### src/rtl/ili9341_pkg.sv
// Command opcodes and FSM encodings shared by the ILI9341 bus receiver.
package ili9341_pkg;

    localparam logic [7:0] CMD_SWRESET = 8'h01;
    localparam logic [7:0] CMD_SLPIN   = 8'h10;
    localparam logic [7:0] CMD_SLPOUT  = 8'h11;
    localparam logic [7:0] CMD_DISPOFF = 8'h28;
    localparam logic [7:0] CMD_DISPON  = 8'h29;
    localparam logic [7:0] CMD_CASET   = 8'h2A;
    localparam logic [7:0] CMD_PASET   = 8'h2B;
    localparam logic [7:0] CMD_RAMWR   = 8'h2C;
    localparam logic [7:0] CMD_TEOFF   = 8'h34;
    localparam logic [7:0] CMD_TEON    = 8'h35;
    localparam logic [7:0] CMD_MADCTL  = 8'h36;
    localparam logic [7:0] CMD_RAMWRC  = 8'h3C;

    typedef enum logic [1:0] {ST_IDLE, ST_PARAM, ST_RAMWR} state_e;
    typedef enum logic [1:0] {PK_CASET, PK_PASET, PK_MADCTL} pkind_e;

endpackage

### src/rtl/ili9341_rx_sync.sv
// Brings the asynchronous 8080 write bus into clk: 3-stage sync, we_n rising-edge detect,
// then one register stage so the decoded byte lands 3 clk after the bus edge. No backpressure.
module ili9341_rx_sync (
    input  logic       clk,
    input  logic       rst_n,
    input  logic [7:0] lcd_data,
    input  logic       lcd_we_n,
    input  logic       lcd_rs,
    output logic [7:0] byte_dat,
    output logic       rs_dat,
    output logic       byte_vld
);
    logic [2:0]       we_q, we_d;
    logic [2:0]       rs_q, rs_d;
    logic [2:0][7:0]  data_q, data_d;
    logic [7:0]       byte_q, byte_d;
    logic             rsb_q, rsb_d;
    logic             vld_q, vld_d;
    logic             we_rise;

    always_comb begin
        we_d    = {we_q[1:0], lcd_we_n};
        rs_d    = {rs_q[1:0], lcd_rs};
        data_d  = {data_q[1], data_q[0], lcd_data};
        we_rise = we_q[1] & ~we_q[2];
        vld_d   = we_rise;
        byte_d  = we_rise ? data_q[2] : byte_q;
        rsb_d   = we_rise ? rs_q[2] : rsb_q;
    end

    // Chain resets to the idle-high strobe level so reset release never fakes an edge.
    always_ff @(posedge clk or negedge rst_n) begin
        if (!rst_n) begin
            we_q   <= 3'b111;
            rs_q   <= '0;
            data_q <= '0;
            byte_q <= '0;
            rsb_q  <= 1'b0;
            vld_q  <= 1'b0;
        end else begin
            we_q   <= we_d;
            rs_q   <= rs_d;
            data_q <= data_d;
            byte_q <= byte_d;
            rsb_q  <= rsb_d;
            vld_q  <= vld_d;
        end
    end

    assign byte_dat = byte_q;
    assign rs_dat   = rsb_q;
    assign byte_vld = vld_q;
endmodule

### src/rtl/ili9341_rx.sv
// ILI9341 8080 write-bus receiver: decodes commands, tracks the window, emits RGB565 pixel writes.
// Bus edge to pix_valid/cmd_strobe = 4 clk; no backpressure. Define ILI_RX_TE_EN for the TE pulse.
module ili9341_rx
    import ili9341_pkg::*;
#(
    parameter int WIDTH        = 240,
    parameter int HEIGHT       = 320,
    parameter int FRAME_CYCLES = 833333,
    parameter int TE_CYCLES    = 1000
) (
    input  logic        clk,
    input  logic        rst_n,
    input  logic [7:0]  lcd_data,
    input  logic        lcd_we_n,
    input  logic        lcd_rs,
    output logic        lcd_fmark,
    output logic        pix_valid,
    output logic [8:0]  pix_x,
    output logic [8:0]  pix_y,
    output logic [15:0] pix_data,
    output logic        cmd_strobe,
    output logic [7:0]  cmd_byte,
    output logic [7:0]  madctl,
    output logic        disp_on,
    output logic        sleep_out
);
    localparam logic [8:0] XE_RST = 9'(WIDTH - 1);
    localparam logic [8:0] YE_RST = 9'(HEIGHT - 1);

    logic [7:0] rx_byte;
    logic       rx_rs, rx_vld;

    ili9341_rx_sync u_sync (
        .clk      (clk),
        .rst_n    (rst_n),
        .lcd_data (lcd_data),
        .lcd_we_n (lcd_we_n),
        .lcd_rs   (lcd_rs),
        .byte_dat (rx_byte),
        .rs_dat   (rx_rs),
        .byte_vld (rx_vld)
    );

    state_e      state_q, state_d;
    pkind_e      kind_q, kind_d;
    logic [1:0]  idx_q, idx_d;
    logic        s_hi_q, s_hi_d, e_hi_q, e_hi_d;
    logic [7:0]  s_lo_q, s_lo_d;
    logic [8:0]  xs_q, xs_d, xe_q, xe_d, ys_q, ys_d, ye_q, ye_d;
    logic [8:0]  px_q, px_d, py_q, py_d;
    logic        phase_q, phase_d;
    logic [7:0]  hi_q, hi_d;
    logic        pix_valid_q, pix_valid_d;
    logic [8:0]  pix_x_q, pix_x_d, pix_y_q, pix_y_d;
    logic [15:0] pix_data_q, pix_data_d;
    logic        cmd_strobe_q, cmd_strobe_d;
    logic [7:0]  cmd_byte_q, cmd_byte_d, madctl_q, madctl_d;
    logic        disp_on_q, disp_on_d, sleep_out_q, sleep_out_d;
    logic        te_en_q, te_en_d;
    logic [8:0]  xe_eff, ye_eff;

    always_comb begin
        state_d      = state_q;
        kind_d       = kind_q;
        idx_d        = idx_q;
        s_hi_d       = s_hi_q;
        s_lo_d       = s_lo_q;
        e_hi_d       = e_hi_q;
        xs_d         = xs_q;
        xe_d         = xe_q;
        ys_d         = ys_q;
        ye_d         = ye_q;
        px_d         = px_q;
        py_d         = py_q;
        phase_d      = phase_q;
        hi_d         = hi_q;
        pix_valid_d  = 1'b0;
        pix_x_d      = pix_x_q;
        pix_y_d      = pix_y_q;
        pix_data_d   = pix_data_q;
        cmd_strobe_d = 1'b0;
        cmd_byte_d   = cmd_byte_q;
        madctl_d     = madctl_q;
        disp_on_d    = disp_on_q;
        sleep_out_d  = sleep_out_q;
        te_en_d      = te_en_q;
        // An inverted window collapses to its start coordinate.
        xe_eff       = (xe_q < xs_q) ? xs_q : xe_q;
        ye_eff       = (ye_q < ys_q) ? ys_q : ye_q;

        if (rx_vld && !rx_rs) begin
            cmd_strobe_d = 1'b1;
            cmd_byte_d   = rx_byte;
            state_d      = ST_IDLE;
            idx_d        = 2'd0;
            phase_d      = 1'b0;
            case (rx_byte)
                CMD_CASET:   begin state_d = ST_PARAM; kind_d = PK_CASET;  end
                CMD_PASET:   begin state_d = ST_PARAM; kind_d = PK_PASET;  end
                CMD_MADCTL:  begin state_d = ST_PARAM; kind_d = PK_MADCTL; end
                CMD_RAMWR:   begin state_d = ST_RAMWR; px_d = xs_q; py_d = ys_q; end
                CMD_RAMWRC:  begin state_d = ST_RAMWR; phase_d = phase_q; end
                CMD_DISPON:  disp_on_d = 1'b1;
                CMD_DISPOFF: disp_on_d = 1'b0;
                CMD_SLPOUT:  sleep_out_d = 1'b1;
                CMD_SLPIN:   sleep_out_d = 1'b0;
                CMD_SWRESET: begin
                    xs_d = '0; xe_d = XE_RST; ys_d = '0; ye_d = YE_RST;
                    px_d = '0; py_d = '0;
                    pix_x_d = '0; pix_y_d = '0; pix_data_d = '0;
                    madctl_d = '0; disp_on_d = 1'b0; sleep_out_d = 1'b0;
                    te_en_d = 1'b0;
                end
`ifdef ILI_RX_TE_EN
                CMD_TEON:    te_en_d = 1'b1;
                CMD_TEOFF:   te_en_d = 1'b0;
`endif
                default: ;
            endcase
        end else if (rx_vld) begin
            case (state_q)
                ST_PARAM: begin
                    idx_d = idx_q + 2'd1;
                    case (idx_q)
                        2'd0: begin
                            s_hi_d = rx_byte[0];
                            if (kind_q == PK_MADCTL) begin
                                madctl_d = rx_byte;
                                state_d  = ST_IDLE;
                            end
                        end
                        2'd1: s_lo_d = rx_byte;
                        2'd2: e_hi_d = rx_byte[0];
                        default: begin
                            state_d = ST_IDLE;
                            if (kind_q == PK_CASET) begin
                                xs_d = {s_hi_q, s_lo_q};
                                xe_d = {e_hi_q, rx_byte};
                            end else begin
                                ys_d = {s_hi_q, s_lo_q};
                                ye_d = {e_hi_q, rx_byte};
                            end
                        end
                    endcase
                end
                ST_RAMWR: begin
                    if (!phase_q) begin
                        hi_d    = rx_byte;
                        phase_d = 1'b1;
                    end else begin
                        phase_d     = 1'b0;
                        pix_valid_d = 1'b1;
                        pix_x_d     = px_q;
                        pix_y_d     = py_q;
                        pix_data_d  = {hi_q, rx_byte};
                        if (px_q == xe_eff) begin
                            px_d = xs_q;
                            py_d = (py_q == ye_eff) ? ys_q : py_q + 9'd1;
                        end else begin
                            px_d = px_q + 9'd1;
                        end
                    end
                end
                default: ;
            endcase
        end
    end

    always_ff @(posedge clk or negedge rst_n) begin
        if (!rst_n) begin
            state_q      <= ST_IDLE;
            kind_q       <= PK_CASET;
            idx_q        <= '0;
            s_hi_q       <= 1'b0;
            s_lo_q       <= '0;
            e_hi_q       <= 1'b0;
            xs_q         <= '0;
            xe_q         <= XE_RST;
            ys_q         <= '0;
            ye_q         <= YE_RST;
            px_q         <= '0;
            py_q         <= '0;
            phase_q      <= 1'b0;
            hi_q         <= '0;
            pix_valid_q  <= 1'b0;
            pix_x_q      <= '0;
            pix_y_q      <= '0;
            pix_data_q   <= '0;
            cmd_strobe_q <= 1'b0;
            cmd_byte_q   <= '0;
            madctl_q     <= '0;
            disp_on_q    <= 1'b0;
            sleep_out_q  <= 1'b0;
            te_en_q      <= 1'b0;
        end else begin
            state_q      <= state_d;
            kind_q       <= kind_d;
            idx_q        <= idx_d;
            s_hi_q       <= s_hi_d;
            s_lo_q       <= s_lo_d;
            e_hi_q       <= e_hi_d;
            xs_q         <= xs_d;
            xe_q         <= xe_d;
            ys_q         <= ys_d;
            ye_q         <= ye_d;
            px_q         <= px_d;
            py_q         <= py_d;
            phase_q      <= phase_d;
            hi_q         <= hi_d;
            pix_valid_q  <= pix_valid_d;
            pix_x_q      <= pix_x_d;
            pix_y_q      <= pix_y_d;
            pix_data_q   <= pix_data_d;
            cmd_strobe_q <= cmd_strobe_d;
            cmd_byte_q   <= cmd_byte_d;
            madctl_q     <= madctl_d;
            disp_on_q    <= disp_on_d;
            sleep_out_q  <= sleep_out_d;
            te_en_q      <= te_en_d;
        end
    end

`ifdef ILI_RX_TE_EN
    localparam int FC_W = (FRAME_CYCLES > 1) ? $clog2(FRAME_CYCLES) : 1;
    logic [FC_W-1:0] frame_q, frame_d;

    always_comb begin
        frame_d = (frame_q == FC_W'(FRAME_CYCLES - 1)) ? '0 : frame_q + 1'b1;
    end

    always_ff @(posedge clk or negedge rst_n) begin
        if (!rst_n) frame_q <= '0;
        else        frame_q <= frame_d;
    end

    assign lcd_fmark = te_en_q && (frame_q < FC_W'(TE_CYCLES));
`else
    assign lcd_fmark = 1'b0;
`endif

    assign pix_valid  = pix_valid_q;
    assign pix_x      = pix_x_q;
    assign pix_y      = pix_y_q;
    assign pix_data   = pix_data_q;
    assign cmd_strobe = cmd_strobe_q;
    assign cmd_byte   = cmd_byte_q;
    assign madctl     = madctl_q;
    assign disp_on    = disp_on_q;
    assign sleep_out  = sleep_out_q;
endmodule

### config.mk
export PLATFORM = sky130hd
export DESIGN_NAME = ili9341_rx
export DESIGN_NICKNAME = d
export VERILOG_FILES = /design/src/rtl/ili9341_pkg.sv /design/src/rtl/ili9341_rx_sync.sv /design/src/rtl/ili9341_rx.sv
export SDC_FILE = /design/constraint.sdc
export NUM_CORES = 1
export LEC_CHECK = 0
export BUFFER_PORTS_ARGS = -buffer_cell sky130_fd_sc_hd__buf_2
export CAP_MARGIN = 20
export CORE_MARGIN = 4
export CORE_UTILIZATION = 54
export CTS_CLUSTER_DIAMETER = 30
export DETAILED_ROUTE_END_ITERATION = 8
export PLACE_DENSITY = 0.85
export SKIP_LAST_GASP = 1
export SYNTH_ARGS = -nofsm -noshare
export SYNTH_HDL_FRONTEND = slang
export SYNTH_SLANG_ARGS = --single-unit
### constraint.sdc
create_clock -name clk -period 2.54 [get_ports clk]
set_input_delay 0.381 -clock clk [delete_from_list [all_inputs] [get_ports clk]]
set_output_delay 0.381 -clock clk [all_outputs]
set_load 0.05 [all_outputs]
## Word-level counts from Yosys, hierarchy flattened

Index checks and enable logic that the tools add are counted.

- Eq/ne operators: 24
- Muxes and demuxes: 79
- Magnitude comparators: 2
- Div/mod/pow operators: 0
- Add/subtract/negate cells: 3
- Shifts and indexed selects: 0
- Multiply operators: 0
- Reductions and logical operators: 37
- Bitwise gates (word level): 4

Operator list:

| cell | count |
|---|---|
| 9-bit two-way mux | 44 |
| 16-bit two-way mux | 5 |
| 8-bit by 6-bit equality test with 1-bit output (second input constant) | 7 |
| 8-bit two-way mux | 6 |
| 9-bit case mux with 2 select lines | 2 |
| 4-bit AND reduction | 7 |
| 5-bit AND reduction | 4 |
| 2-bit nonzero test | 10 |
| 9-bit by 1-bit adder with 9-bit output (second input constant) | 2 |
| 9-bit equality test | 2 |
| 9-bit less-than comparator | 2 |
| 8-bit by 5-bit equality test with 1-bit output (second input constant) | 2 |
| 2-bit two-way mux | 7 |
| 1-bit two-way mux | 10 |
| 8-bit by 1-bit equality test with 1-bit output (second input constant) | 1 |
| 2-bit case mux with 2 select lines | 2 |
| 2-bit AND reduction | 4 |
| 2-bit OR reduction | 4 |
| 2-bit equality test (second input constant) | 3 |
| 2-bit by 1-bit != test with 1-bit output (second input constant) | 3 |
| 2-bit case mux with 3 select lines | 1 |
| 3-bit OR reduction | 2 |
| 2-bit by 1-bit equality test with 1-bit output (second input constant) | 2 |
| 2-bit logical NOT | 2 |
| other kinds (11) | 15 |

- Bits in read-only memories: 0
- Logic and storage cells: 180
- Memories: 0
- Memory bits (writable): 0
- Latch bits: 0
- Bits in registers: 173
- Input port bits: 12
- Output and inout port bits: 55

## Depth between registers and ports, before layout

Gate-level depths: netlist (run 1).

- Word-level depth: 9
- Mapped depth: 10
- Mapped depth without buffers: 9

## By module

Synthesis (run 1) repeated with hierarchy kept, for this count alone.

- Cell total of the unflattened synthesis: 828
- Area, all modules: 8207.9 sq um

Modules (own cells, without submodules):

| module | sequential area each (sq um) | cells each | instances | area an instance (sq um) |
|---|---|---|---|---|
| ili9341_rx | 3345.7 | 777 | 1 | 7034.2 |
| ili9341_rx_sync | 1004.7 | 51 | 1 | 1173.6 |

## Worst setup path after synthesis (run 1)

No wires, ideal clock.

- Path type: register to register
- Start: register xe_q[2]
- End: register py_q[1]
- Library setup time: 125 ps
- Stages on the path, launching flop included: 9
- Data arrival time: 2538 ps
- Required time: 2415 ps
- Buffers on the path: 0
- Setup slack: -122 ps
- Clock period less this slack: 2662 ps
- Cell sequence: dfstp_2 -> ha_1 -> a211oi_1 -> nor3_1 -> a211oi_4 -> mux2_2 -> nor3_2 -> o21ai_2 -> mux2_2

- Cells in the longest elaborated chain, start to end: 5

RTL lines:

| item | line | source |
|---|---|---|
| start: declaration | ili9341_rx.sv:49 | `logic [8:0] xs_q, xs_d, xe_q, xe_d, ys_q, ys_d, ye_q, ye_d;` |
| start signal: assignment | ili9341_rx.sv:178 | `xe_q <= XE_RST;` |
| start signal: assignment | ili9341_rx.sv:203 | `xe_q <= xe_d;` |
| 9-bit less-than comparator | ili9341_rx.sv:88 | `xe_eff = (xe_q < xs_q) ? xs_q : xe_q;` |
| 9-bit two-way mux (*) | ili9341_rx.sv:88 |  |
| 9-bit equality test (*) | ili9341_rx.sv:156 | `if (px_q == xe_eff) begin` |
| 2-bit nonzero test (no source line) (*) | n/a |  |
| 5-bit AND reduction (no source line) (*) | n/a |  |
| end signal: assignment | ili9341_rx.sv:207 | `py_q <= py_d;` |
| end: declaration | ili9341_rx.sv:50 | `logic [8:0] px_q, px_d, py_q, py_d;` |

Mark *: on every way between the ends. The rest lies on a longest branch, timed or not.
A chain may end at the register's enable or synchronous reset.

## Worst setup path in the final report (run 1)

- Start: register xe_q[2]
- End: register px_q[6]

- Cells in the longest elaborated chain, start to end: 8

RTL lines:

| item | line | source |
|---|---|---|
| 9-bit less-than comparator | ili9341_rx.sv:88 |  |
| 9-bit two-way mux (*) | ili9341_rx.sv:88 |  |
| 9-bit equality test (*) | ili9341_rx.sv:156 |  |
| 9-bit two-way mux (*) | ili9341_rx.sv:156 |  |
| 9-bit two-way mux (*) | ili9341_rx.sv:147 | `if (!phase_q) begin` |
| 9-bit two-way mux (*) | ili9341_rx.sv:121 | `case (state_q)` |
| 9-bit two-way mux (*) | ili9341_rx.sv:120 | `end else if (rx_vld) begin` |
| 9-bit two-way mux (*) | ili9341_rx.sv:91 | `if (rx_vld && !rx_rs) begin` |
| end signal: assignment | ili9341_rx.sv:206 | `px_q <= px_d;` |
| end: declaration | ili9341_rx.sv:50 |  |

Mark *: on every way between the ends. The rest lies on a longest branch, timed or not. The select of a mux whose other input is x is not followed.

==> impl_metrics.env, run 1 <==
export IMPL_status="finished, violations left"
export IMPL_violations="negative setup slack"
export IMPL_synth_simple_gate_area_frac=0.151
export IMPL_drc_errors=0
export IMPL_synth_xor_area_share=0.0288
export IMPL_worst_slew_pin_transition_ns=0.775
export IMPL_syn_area_sq_um=7910
export IMPL_finalMaxSlewViolations=0
export IMPL_grt_max_degree=66
export IMPL_cp_arrival_ns=3.07
export IMPL_mostFrequentLayoutCells="156 x dfrtp_1, 150 x nand2_1, 88 x buf_4"
export IMPL_place_congestion=0.927
export IMPL_die_area_sq_um=16700
export IMPL_period_share=1.09
export IMPL_ys_ff_latch=173
export IMPL_final_common_cell="dfrtp_1"
export IMPL_hold_path_class="primary input to register"
export IMPL_crit_fanout=5
export IMPL_rows=43
export IMPL_cts_max_level=4
export IMPL_cap_violations=0
export IMPL_fin_ws_ns=-0.219
export IMPL_cell_internal_pwr_mw=5.71
export IMPL_drive_above_1_share=0.302
export IMPL_synth_edff_count=0
export IMPL_fmax_mhz=362
export IMPL_area_growth_synth_to_final_pct=26.9
export IMPL_synth_seq_area_share=0.550
export IMPL_synth_compound_area_frac=0.140
export IMPL_vias=6820
export IMPL_crit_type="register to register"
export IMPL_dp_final_hpwl_mm=14.1
export IMPL_p_leak_nw=4.67
export IMPL_dr_first_iter_drc_count=834
export IMPL_grt_antenna_before_repair=0
export IMPL_place_area_sq_um=9180
export IMPL_p_total_mw=8.46
export IMPL_yosysWarningCount=0
export IMPL_grt_overflow=0
export IMPL_cts_buffers=17
export IMPL_drt_total_wl_mm=22.1
export IMPL_rsz0062_at_grt="yes"
export IMPL_wire_per_inst_um=19.6
export IMPL_synthCells=797
export IMPL_syn_num_nets=831
export IMPL_postRouteAntennaNets=0
export IMPL_clkSlewWorstSetupHoldPaths_ns=0.07
export IMPL_grt_total_usage=0.266
export IMPL_core_area_sq_um=14100
export IMPL_critPathMaxStageDelay_ns=0.56
export IMPL_grt_pass1_vias=6588
export IMPL_clock_sinks=173
export IMPL_initial_core_util=0.561
export IMPL_ir_drop_mv=0.704
export IMPL_critical_path_required_ns=2.85
export IMPL_fin_area_sq_um=10000
export IMPL_via_per_inst=6.07
export IMPL_synth_adder_area_share=0.0348
export IMPL_cp_slowest_cell="dfstp_2"
export IMPL_synth_cell_types=58
export IMPL_power_per_cell_area_nw_per_um2=843
export IMPL_async_flop_share=1.00
export IMPL_nNetsFinal=964
export IMPL_r2r_start="xe_q[2]"
export IMPL_root_buffer="clkbuf_16"
export IMPL_synth_top_family_by_area="simple AND/OR/NAND/NOR gates"
export IMPL_min_from="lcd_we_n"
export IMPL_avgSynthCellArea_sq_um=9.93
export IMPL_p_seq_frac=0.370
export IMPL_post_route_min_period_ns=2.76
export IMPL_crit_start="xe_q[2]"
export IMPL_antenna_cells=0
export IMPL_relSlewSlack=0.482
export IMPL_clk_latency_ns=0.43
export IMPL_tritoncts="done"
export IMPL_start_kind="register"
export IMPL_synthMuxAreaShare=0.0506
export IMPL_crit_chain="ha_4 -> a211oi_2 -> nor3_2 -> a211oi_4 -> buf_6 -> buf_4 -> mux2_4 -> buf_4 -> a31oi_1 -> a211oi_2 -> o22a_1"
export IMPL_synthFlopType="dfrtp_1"
export IMPL_grt_pass1_wl_mm=34.7
export IMPL_skew_ns=0.00794
export IMPL_finalSetupViolations=18
export IMPL_power_frac_comb=0.301
export IMPL_io_pins=67
export IMPL_io_buffers=65
export IMPL_clockPowerShare=0.329
export IMPL_dieWidth_um=129
export IMPL_p_sw_frac=0.326
export IMPL_die_h_um=129
export IMPL_finalHoldViolations=0
export IMPL_firstDrtPassIters=6
export IMPL_endpoint_kind="register"
export IMPL_clock_path_buffers=2
export IMPL_p_sw_mw=2.76
[metal layers]
metal,share of wire,GRT usage,vias to the layer above
li1,-,-,3017
met1,0.39,0.353,3363
met2,0.50,0.441,371
met3,0.083,0.0631,69
met4,0.030,0.0791,0
met5,0,0,-
[kinds of logic after synthesis]
kind of cell               count (synthesis)
and+or+nand+nor                          272
AOI/OAI and AO/OA                        174
DFF                                      173
buffers and inverters                     93
muxes                                     36
xor gates and xnor gates                  26
adders and majority gates                 22
other                                      1
[through the flow]
stage	worst slack, ns	instances	util	setup TNS (ns)	hold WS [ns]
global route	-0.262	1123	0.712	-3.09	0.0325
detailed placement	-0.145	1083	0.651	-1.49	0.335
global placement	-0.0197	1082	0.650	-0.0356	0.332
finish	-0.219	1123	0.712	-1.49	0.0435
floorplan	-0.0978	797	-	-0.505	0.0854
CTS	-0.0450	1121	0.706	-0.122	0.0266
[repair_timing]
action	4_1_cts	5_1_grt
resized for setup	17	10
hold buffers	1	0
hold endpoints to repair	44	0
pin swaps	12	3
setup endpoints to repair	17	18
buffers inserted	6	2
[state kept, by name, indices dropped and copies added, names as in the netlist, 3 cells and up]
name	count
u_sync.data_q	8
madctl	8
ye_q	9
hi_q	8
u_sync.byte_dat	8
px_q	9
pix_data	16
u_sync.we_q	3
xs_q	9
s_lo_q	8
u_sync.data_d	16
pix_x	9
u_sync.rs_q	3
xe_q	9
pix_y	9
py_q	9
ys_q	9
cmd_byte	8
[path summary, 6_finish.rpt]
| kind | slack [ns] | cells past startpoint | end |
|---|---|---|---|
| setup / recovery | -0.22 | 11 | px_q[6] |
| hold reg to reg | 0.35 | 0 | u_sync.data_q[21] |
| min in group asynchronous | 0.45 | 2 | pix_y[8] |
| hold / removal | 0.04 | 1 | u_sync.we_q[0] |
| setup reg to reg | -0.22 | 11 | px_q[6] |
| max in group asynchronous | 1.35 | 3 | xe_q[0] |
[critical path, delay by kind of cell (launching register included)]
family | cells | cell delay [ns]
compound gates | 5 | 0.98
fa+ha+maj | 1 | 0.21
buf+inv | 3 | 0.46
flops | 1 | 0.56
mux | 1 | 0.34
simple gates | 1 | 0.11
[synthesized netlist by cell type, drive strengths merged (7+ instances only)]
cell      n  area [sq um]
inv      44           165
nand4     9          56.3
dfrtp   156          3900
nand2b   10          62.6
ha       22           275
nand3    27           135
a31oi     8          56.3
a21oi    19          95.1
buf       9          42.5
dfstp    17           447
nor2     42           158
clkbuf   40           150
nor3      9          50.1
nand2   150           563
xnor2    19           166
nor2b     7          43.8
o21ai    75           379
mux2     32           360
a211oi   14           118
xor2      7          61.3
o22ai    18           113
[area by class of cell]
class	instances	area [sq um]
timing repair buffer	163	1160
clock buffer	18	439
fill	954	4050
clock inverter	14	201
tap	180	225
sequential	173	4350
multi-input combinational	531	3500
inverter	44	165
[power groups by stage]
| stage | Clock (mW) | Combinational, mW | Sequential, mW |
|---|---|---|---|
| after global routing | 2.94 | 2.68 | 3.15 |
| final | 2.78 | 2.55 | 3.13 |
| after global placement | 0 | 2.13 | 3.16 |
| after floorplan | 0 | 1.28 | 3.27 |
| after detailed placement | 0 | 2.20 | 3.17 |
| after CTS | 2.81 | 2.38 | 3.12 |
No activity file was read; power rests on OpenSTA's default activity.
==> run 2: changes to the inputs <==
--- a/config.mk
+++ b/config.mk
@@ -5,6 +5,7 @@
 export SDC_FILE = /design/constraint.sdc
 export NUM_CORES = 1
 export LEC_CHECK = 0
+export ABC_AREA = 1
 export BUFFER_PORTS_ARGS = -buffer_cell sky130_fd_sc_hd__buf_2
 export CAP_MARGIN = 20
 export CORE_MARGIN = 4
==> run 2 against run 1 <==
Effect of this change:
- the run still ends with negative setup slack left
- clock skew rose by 0.0050 ns
- non-clock buffer count fell by 18
- global-route usage fell by 2.0 points
- combinational power grew 55%
- hold slack improved by 0.0056 ns
- area after synthesis is 6.2% higher
- die area is 5.8% higher
- sequential share of layout area down 1.8 points
- sequential power up 15%
- register-to-register slack improved by 0.16 ns
- fmax up 6.0%
- critical path type unchanged
- critical endpoint is now py_q[6]
==> impl_metrics.env, run 2 <==
export IMPL_io_pins=67
export IMPL_drc_errors=0
export IMPL_period_share=1.02
export IMPL_grt_antenna_before_repair=0
export IMPL_critical_path_required_ns=2.90
export IMPL_nFillCells=1124
export IMPL_rsz0062_at_grt="yes"
export IMPL_status="finished, violations left"
export IMPL_dr_first_iter_drc_count=742
export IMPL_initial_core_util=0.553
export IMPL_synthTopCellsByArea="dfrtp_1 46%, nand2_1 10%, o21ai_0 5.6%"
export IMPL_core_area_sq_um=15200
export IMPL_final_common_cell="nand2_1"
export IMPL_clock_path_buffers=2
export IMPL_synth_cell_types=43
export IMPL_hold_path_class="primary input to register"
export IMPL_synth_xor_area_share=0.0146
export IMPL_clock_sinks=173
export IMPL_antenna_cells=0
export IMPL_ys_top_cells_by_count="228 x nand2_1, 156 x dfrtp_1, 110 x inv_1, 98 x nor2_1, 94 x o21ai_0"
export IMPL_finalHoldViolations=0
export IMPL_dp_final_hpwl_mm=15.0
export IMPL_grt_pass1_vias=6964
export IMPL_synth_most_common_cell="nand2_1"
export IMPL_nNetsFinal=1156
export IMPL_cts_buffers=17
export IMPL_grt_pass1_wl_mm=34.7
export IMPL_rows=45
export IMPL_vias=7467
export IMPL_finalMaxSlewViolations=0
export IMPL_clkSlewWorstSetupHoldPaths_ns=0.07
export IMPL_ys_ff_latch=173
export IMPL_relSlewSlack=0.436
export IMPL_worst_slew_pin_transition_ns=0.840
export IMPL_skew_ns=0.0129
export IMPL_dieWidth_um=133
export IMPL_synthCells=989
export IMPL_post_route_min_period_ns=2.60
export IMPL_r2r_setup_slack_ns=-0.06
export IMPL_cap_violations=0
export IMPL_firstDrtPassIters=6
export IMPL_grt_max_degree=63
export IMPL_endpoint_kind="register"
export IMPL_cp_arrival_ns=2.96
export IMPL_finalSetupViolations=7
export IMPL_fin_ws_ns=-0.0629
export IMPL_async_flop_share=1.00
export IMPL_synth_compound_area_frac=0.0916
export IMPL_postRouteAntennaNets=0
export IMPL_io_buffers=65
export IMPL_synth_simple_gate_area_frac=0.253
export IMPL_final_cell_count_no_fill=1323
export IMPL_place_area_sq_um=9250
export IMPL_grt_total_usage=0.246
export IMPL_grt_overflow=0
export IMPL_via_per_inst=5.64
export IMPL_p_total_mw=10.2
export IMPL_synthMuxAreaShare=0.0188
export IMPL_crit_type="register to register"
export IMPL_synth_top_area_frac=0.464
export IMPL_p_leak_nw=5.19
export IMPL_tritoncts="done"
export IMPL_synth_top_area_cell="dfrtp_1"
export IMPL_fmax_mhz=384
export IMPL_yosysWarningCount=0
export IMPL_wire_per_inst_um=17.0
export IMPL_die_area_sq_um=17600
export IMPL_cts_max_level=4
export IMPL_clk_latency_ns=0.44
export IMPL_die_h_um=133
export IMPL_synth_top_family_by_area="simple AND/OR/NAND/NOR gates"
export IMPL_synth_seq_area_share=0.518
export IMPL_root_buffer="clkbuf_16"
export IMPL_drt_total_wl_mm=22.5
export IMPL_synth_edff_count=0
export IMPL_place_congestion=0.966
export IMPL_hold_ws_ns=0.0491
export IMPL_synth_adder_area_share=0.0328
export IMPL_start_kind="register"
export IMPL_dp_slack_ns=-0.0354
export IMPL_crit_fanout=8
export IMPL_power_per_cell_area_nw_per_um2=973
export IMPL_violations="negative setup slack"
export IMPL_placed_cells=1264
export IMPL_synthFlopType="dfrtp_1"
export IMPL_drive_above_1_share=0.267
export IMPL_mostFrequentLayoutCells="203 x nand2_1, 156 x dfrtp_1, 105 x inv_1"
export IMPL_ir_drop_mv=0.870
export IMPL_syn_area_sq_um=8400
export IMPL_area_growth_synth_to_final_pct=24.5
export IMPL_syn_num_nets=1023
export IMPL_fin_area_sq_um=10500
export IMPL_avgSynthCellArea_sq_um=8.50
-- run 2: cell count changes after synthesis, moves of 16 or more --
cell	before	now
nand2_1	150	228
nand3_1	27	78
o22ai_1	18	2
o21ai_0	74	94
xnor2_1	19	2
mux2_2	32	14
nor2_1	42	98
inv_1	43	110
clkbuf_1	40	20
nand4_1	9	34
-- run 2: what timing repair did --
item / CTS / global route
setup endpoints to repair: 5 / 36
setup buffers: 4 / 18
hold endpoints to repair: 53 / 0
hold buffers: 1 / 0
pin swaps: 1 / 44
cloned: 0 / 4
resized for setup: 2 / 91
-- run 2: worst max-delay path: stages, from the launching register on --
cell and delay [ns]:
dfstp_2 0.56, ha_4 0.20, nand2_1 0.09, nand2_2 0.08, a21oi_4 0.19, nand3_4 0.15, buf_6 0.16, o211ai_1 0.19
nand2_1 0.12, nor2_4 0.16, nand3_4 0.13, nand2_8 0.14, nand2_8 0.09, inv_8 0.10, nor2_1 0.04, nor2_1 0.12
-- run 2: power breakdown --
part,switching (mW),internal (mW)
sequential,0.404,3.19
combinational,2.46,1.48
clock,1.24,1.41
total,4.10,6.08
-- run 2: final timing paths --
path | start | to | cells past startpoint
max | xe_q[6] | py_q[6] | 15
min | lcd_we_n | u_sync.we_q[0] | 1
max reg2reg | xe_q[6] | py_q[6] | 15
min reg2reg | u_sync.data_d[22] | u_sync.data_q[22] | 0
max in group asynchronous | rst_n | u_sync.we_q[0] | 3
min in group asynchronous | rst_n | pix_x[7] | 2
-- run 2: through the flow --
step / util / TNS, ns
2_1_floorplan: - / 0
3_3_place_gp: 0.608 / 0
3_5_place_dp: 0.608 / -0.0655
4_1_cts: 0.652 / 0
5_1_grt: 0.688 / -2.21
6_report: 0.688 / -0.109
-- run 2: cell families (layout without fill, tap and decap cells) --
logic type / count (synthesis) / after routing
adder cells (fa/ha/maj): 22 / 22
AO/OA/AOI/OAI: 143 / 143
buffers and inverters: 148 / 293
XOR/XNOR: 14 / 14
AND/OR/NAND/NOR: 474 / 475
other: 1 / 1
flip-flops: 173 / 173
multiplexers: 14 / 14
-- run 2: per-layer routing --
metal  part of all wire  up-vias  track usage
li1                   -     3487            -
met5                  0        -            0
met3              0.069       77       0.0506
met4              0.039        0       0.0901
met1               0.40     3524        0.329
met2               0.49      379        0.401
-- run 2: layout make-up --
class	instances	area, sq um	area share
sequential	173	4350	0.416
multi-input combinational	669	3820	0.365
timing repair buffer	145	1010	0.0968
inverter	115	443	0.0423
clock buffer	17	425	0.0407
tap	188	235	0.0225
clock inverter	15	173	0.0165
timing repair inverter	1	5.00	0.000478
==> run 3: changes to the inputs <==
--- a/config.mk
+++ b/config.mk
@@ -8,8 +8,10 @@
 export ABC_AREA = 1
 export BUFFER_PORTS_ARGS = -buffer_cell sky130_fd_sc_hd__buf_2
 export CAP_MARGIN = 20
+export CELL_PAD_IN_SITES_DETAIL_PLACEMENT = 0
+export CELL_PAD_IN_SITES_GLOBAL_PLACEMENT = 1
 export CORE_MARGIN = 4
-export CORE_UTILIZATION = 54
+export CORE_UTILIZATION = 41
 export CTS_CLUSTER_DIAMETER = 30
 export DETAILED_ROUTE_END_ITERATION = 8
 export PLACE_DENSITY = 0.85
==> constraint.sdc (replaced) <==
create_clock -name clk -period 2.54 [get_ports clk]
set_input_delay 0.127 -clock clk [delete_from_list [all_inputs] [get_ports clk]]
set_output_delay 0.127 -clock clk [all_outputs]
set_load 0.05 [all_outputs]
==> run 3 against run 2 <==
Effect of this change:
- clock skew fell by 0.0020 ns
- the flow now finishes without violations
- largest power group unchanged
- sequential share of layout area fell by 0.88 points
- utilization fell by 16 points
- global-route usage fell by 4.5 points
- register-to-register slack improved by 0.11 ns
- critical path depth rose by 3
- critical endpoint is now px_q[3]
==> impl_metrics.env, run 3 (same netlist as run 2, synthesis figures left out) <==
export IMPL_cp_arrival_ns=2.87
export IMPL_drive_above_1_share=0.264
export IMPL_grt_overflow=0
export IMPL_power_frac_comb=0.381
export IMPL_p_sw_frac=0.402
export IMPL_critPathMaxStageDelay_ns=0.58
export IMPL_power_per_cell_area_nw_per_um2=936
export IMPL_fin_ws_ns=0.0457
export IMPL_place_congestion=0.882
export IMPL_firstDrtPassIters=5
export IMPL_period_share=0.982
export IMPL_via_per_inst=5.00
export IMPL_io_pins=67
export IMPL_cp_common_cell="nand2_1"
export IMPL_antenna_cells=0
export IMPL_postRouteAntennaNets=0
export IMPL_die_h_um=151
export IMPL_clockPowerShare=0.262
export IMPL_finalSetupViolations=0
export IMPL_nNetsFinal=1166
export IMPL_wire_per_inst_um=15.6
export IMPL_io_buffers=65
export IMPL_cp_slowest_cell="dfstp_2"
export IMPL_hold_path_class="primary input to async pin"
export IMPL_area_growth_synth_to_final_pct=27.3
export IMPL_crit_type="register to register"
export IMPL_drt_total_wl_mm=22.1
export IMPL_final_cell_count_no_fill=1415
export IMPL_grt_antenna_before_repair=0
export IMPL_critical_path_required_ns=2.91
export IMPL_mostFrequentLayoutCells="206 x nand2_1, 155 x dfrtp_1, 105 x inv_1"
export IMPL_relSlewSlack=0.357
export IMPL_core_area_sq_um=20200
export IMPL_p_sw_mw=4.02
export IMPL_skew_ns=0.0109
export IMPL_die_area_sq_um=22900
export IMPL_finalMaxSlewViolations=0
export IMPL_clkSlewWorstSetupHoldPaths_ns=0.07
export IMPL_cell_internal_pwr_mw=5.99
export IMPL_cap_violations=0
export IMPL_grt_pass1_wl_mm=35.8
export IMPL_reg2reg_depth=18
export IMPL_initial_core_util=0.417
export IMPL_dp_final_hpwl_mm=15.4
export IMPL_p_leak_nw=5.25
export IMPL_drc_errors=0
export IMPL_clock_sinks=173
export IMPL_utilization=0.530
export IMPL_path_buf_inv=3
export IMPL_ir_drop_mv=0.598
export IMPL_dieWidth_um=151
export IMPL_hold_ws_ns=0.214
export IMPL_clk_latency_ns=0.44
export IMPL_crit_chain="ha_4 -> nand2_4 -> inv_1 -> nand2_1 -> nand2_1 -> nand2_2 -> nand3_4 -> buf_6 -> o211ai_1 -> nand2_2 -> nor2_4 -> nand3_4 -> buf_6 -> nand2_2 -> nand2_1 -> o21ai_1 -> nand2_1 -> nand2_1"
export IMPL_grt_pass1_vias=6852
export IMPL_post_route_min_period_ns=2.49
export IMPL_start_kind="register"
export IMPL_placed_cells=1355
export IMPL_fmax_mhz=401
export IMPL_finalHoldViolations=0
export IMPL_endpoint_kind="register"
export IMPL_grt_total_usage=0.202
export IMPL_cts_buffers=17
export IMPL_tritoncts="done"
export IMPL_rows=52
export IMPL_dr_first_iter_drc_count=427
export IMPL_worst_slew_pin_transition_ns=0.958
export IMPL_p_seq_frac=0.357
export IMPL_final_common_cell="nand2_1"
export IMPL_cp_top_family="simple AND/OR/NAND/NOR gates"
export IMPL_fin_area_sq_um=10700
export IMPL_clock_path_buffers=2
export IMPL_crit_fanout=8
export IMPL_cts_max_level=4
export IMPL_place_area_sq_um=9420
export IMPL_root_buffer="clkbuf_16"
export IMPL_crit_cells=18
export IMPL_dp_slack_ns=-0.0000158
export IMPL_status="finished clean"
export IMPL_rsz0062_at_grt="yes"
export IMPL_grt_max_degree=53
export IMPL_vias=7081
run 3: worst paths after layout:
path | from | endpoint | slack, ns
setup / recovery | xe_q[3] | px_q[3] | 0.05
hold reg to reg | u_sync.data_d[9] | u_sync.data_d[17] | 0.35
hold / removal | rst_n | pix_y[3] | 0.21
max in group asynchronous | rst_n | u_sync.we_q[1] | 1.61
setup reg to reg | xe_q[3] | px_q[3] | 0.05
min in group clk | lcd_rs | u_sync.rs_q[0] | 0.32
run 3: layout make-up:
type | instances | area [sq um]
clock buffer | 18 | 439
clock inverter | 14 | 166
fill | 1876 | 9470
inverter | 115 | 447
multi-input combinational | 669 | 3810
sequential | 173 | 4350
tap | 270 | 338
timing repair buffer | 156 | 1140
run 3: routing by layer:
| metal | wire length, um | track usage | vias up |
|---|---|---|---|
| met5 | 0 | 0 | - |
| met4 | 263 | 0.0435 | 0 |
| met3 | 968 | 0.0389 | 22 |
| met2 | 11000 | 0.335 | 172 |
| met1 | 9860 | 0.276 | 3368 |
| li1 | - | - | 3519 |
run 3: worst reg2reg max path, cell delays in order (launching register included):
cell	delay [ns]
dfstp_2	0.58
ha_4	0.21
nand2_4	0.06
inv_1	0.04
nand2_1	0.06
nand2_1	0.05
nand2_2	0.09
nand3_4	0.12
buf_6	0.16
o211ai_1	0.18
nand2_2	0.09
nor2_4	0.15
nand3_4	0.14
buf_6	0.17
nand2_2	0.05
nand2_1	0.05
o21ai_1	0.09
nand2_1	0.06
nand2_1	0.05
run 3: timing repair:
action                                 4_1_cts  5_1_grt
pin swaps                                    1       43
resized for setup                            0       91
cloned                                       0        3
endpoints found under the hold margin       51        0
setup endpoints to repair                   17       18
hold buffers                                11        0
buffers inserted                             3       11
run 3: power by group through the flow:
stage / clock network [mW] / registers [mW] / logic, mW
floorplan: 0 / 3.78 / 2.09
global placement: 0 / 3.58 / 3.17
detailed placement: 0 / 3.59 / 3.21
CTS: 2.68 / 3.54 / 3.32
global route: 2.82 / 3.63 / 4.25
finish: 2.62 / 3.57 / 3.82
run 3: through the flow:
step / power [mW] / TNS [ns]
floorplan: 5.87 / 0
global placement: 6.75 / 0
detailed placement: 6.80 / -0.0000158
CTS: 9.54 / 0
global route: 10.7 / -1.35
finish: 10.0 / 0
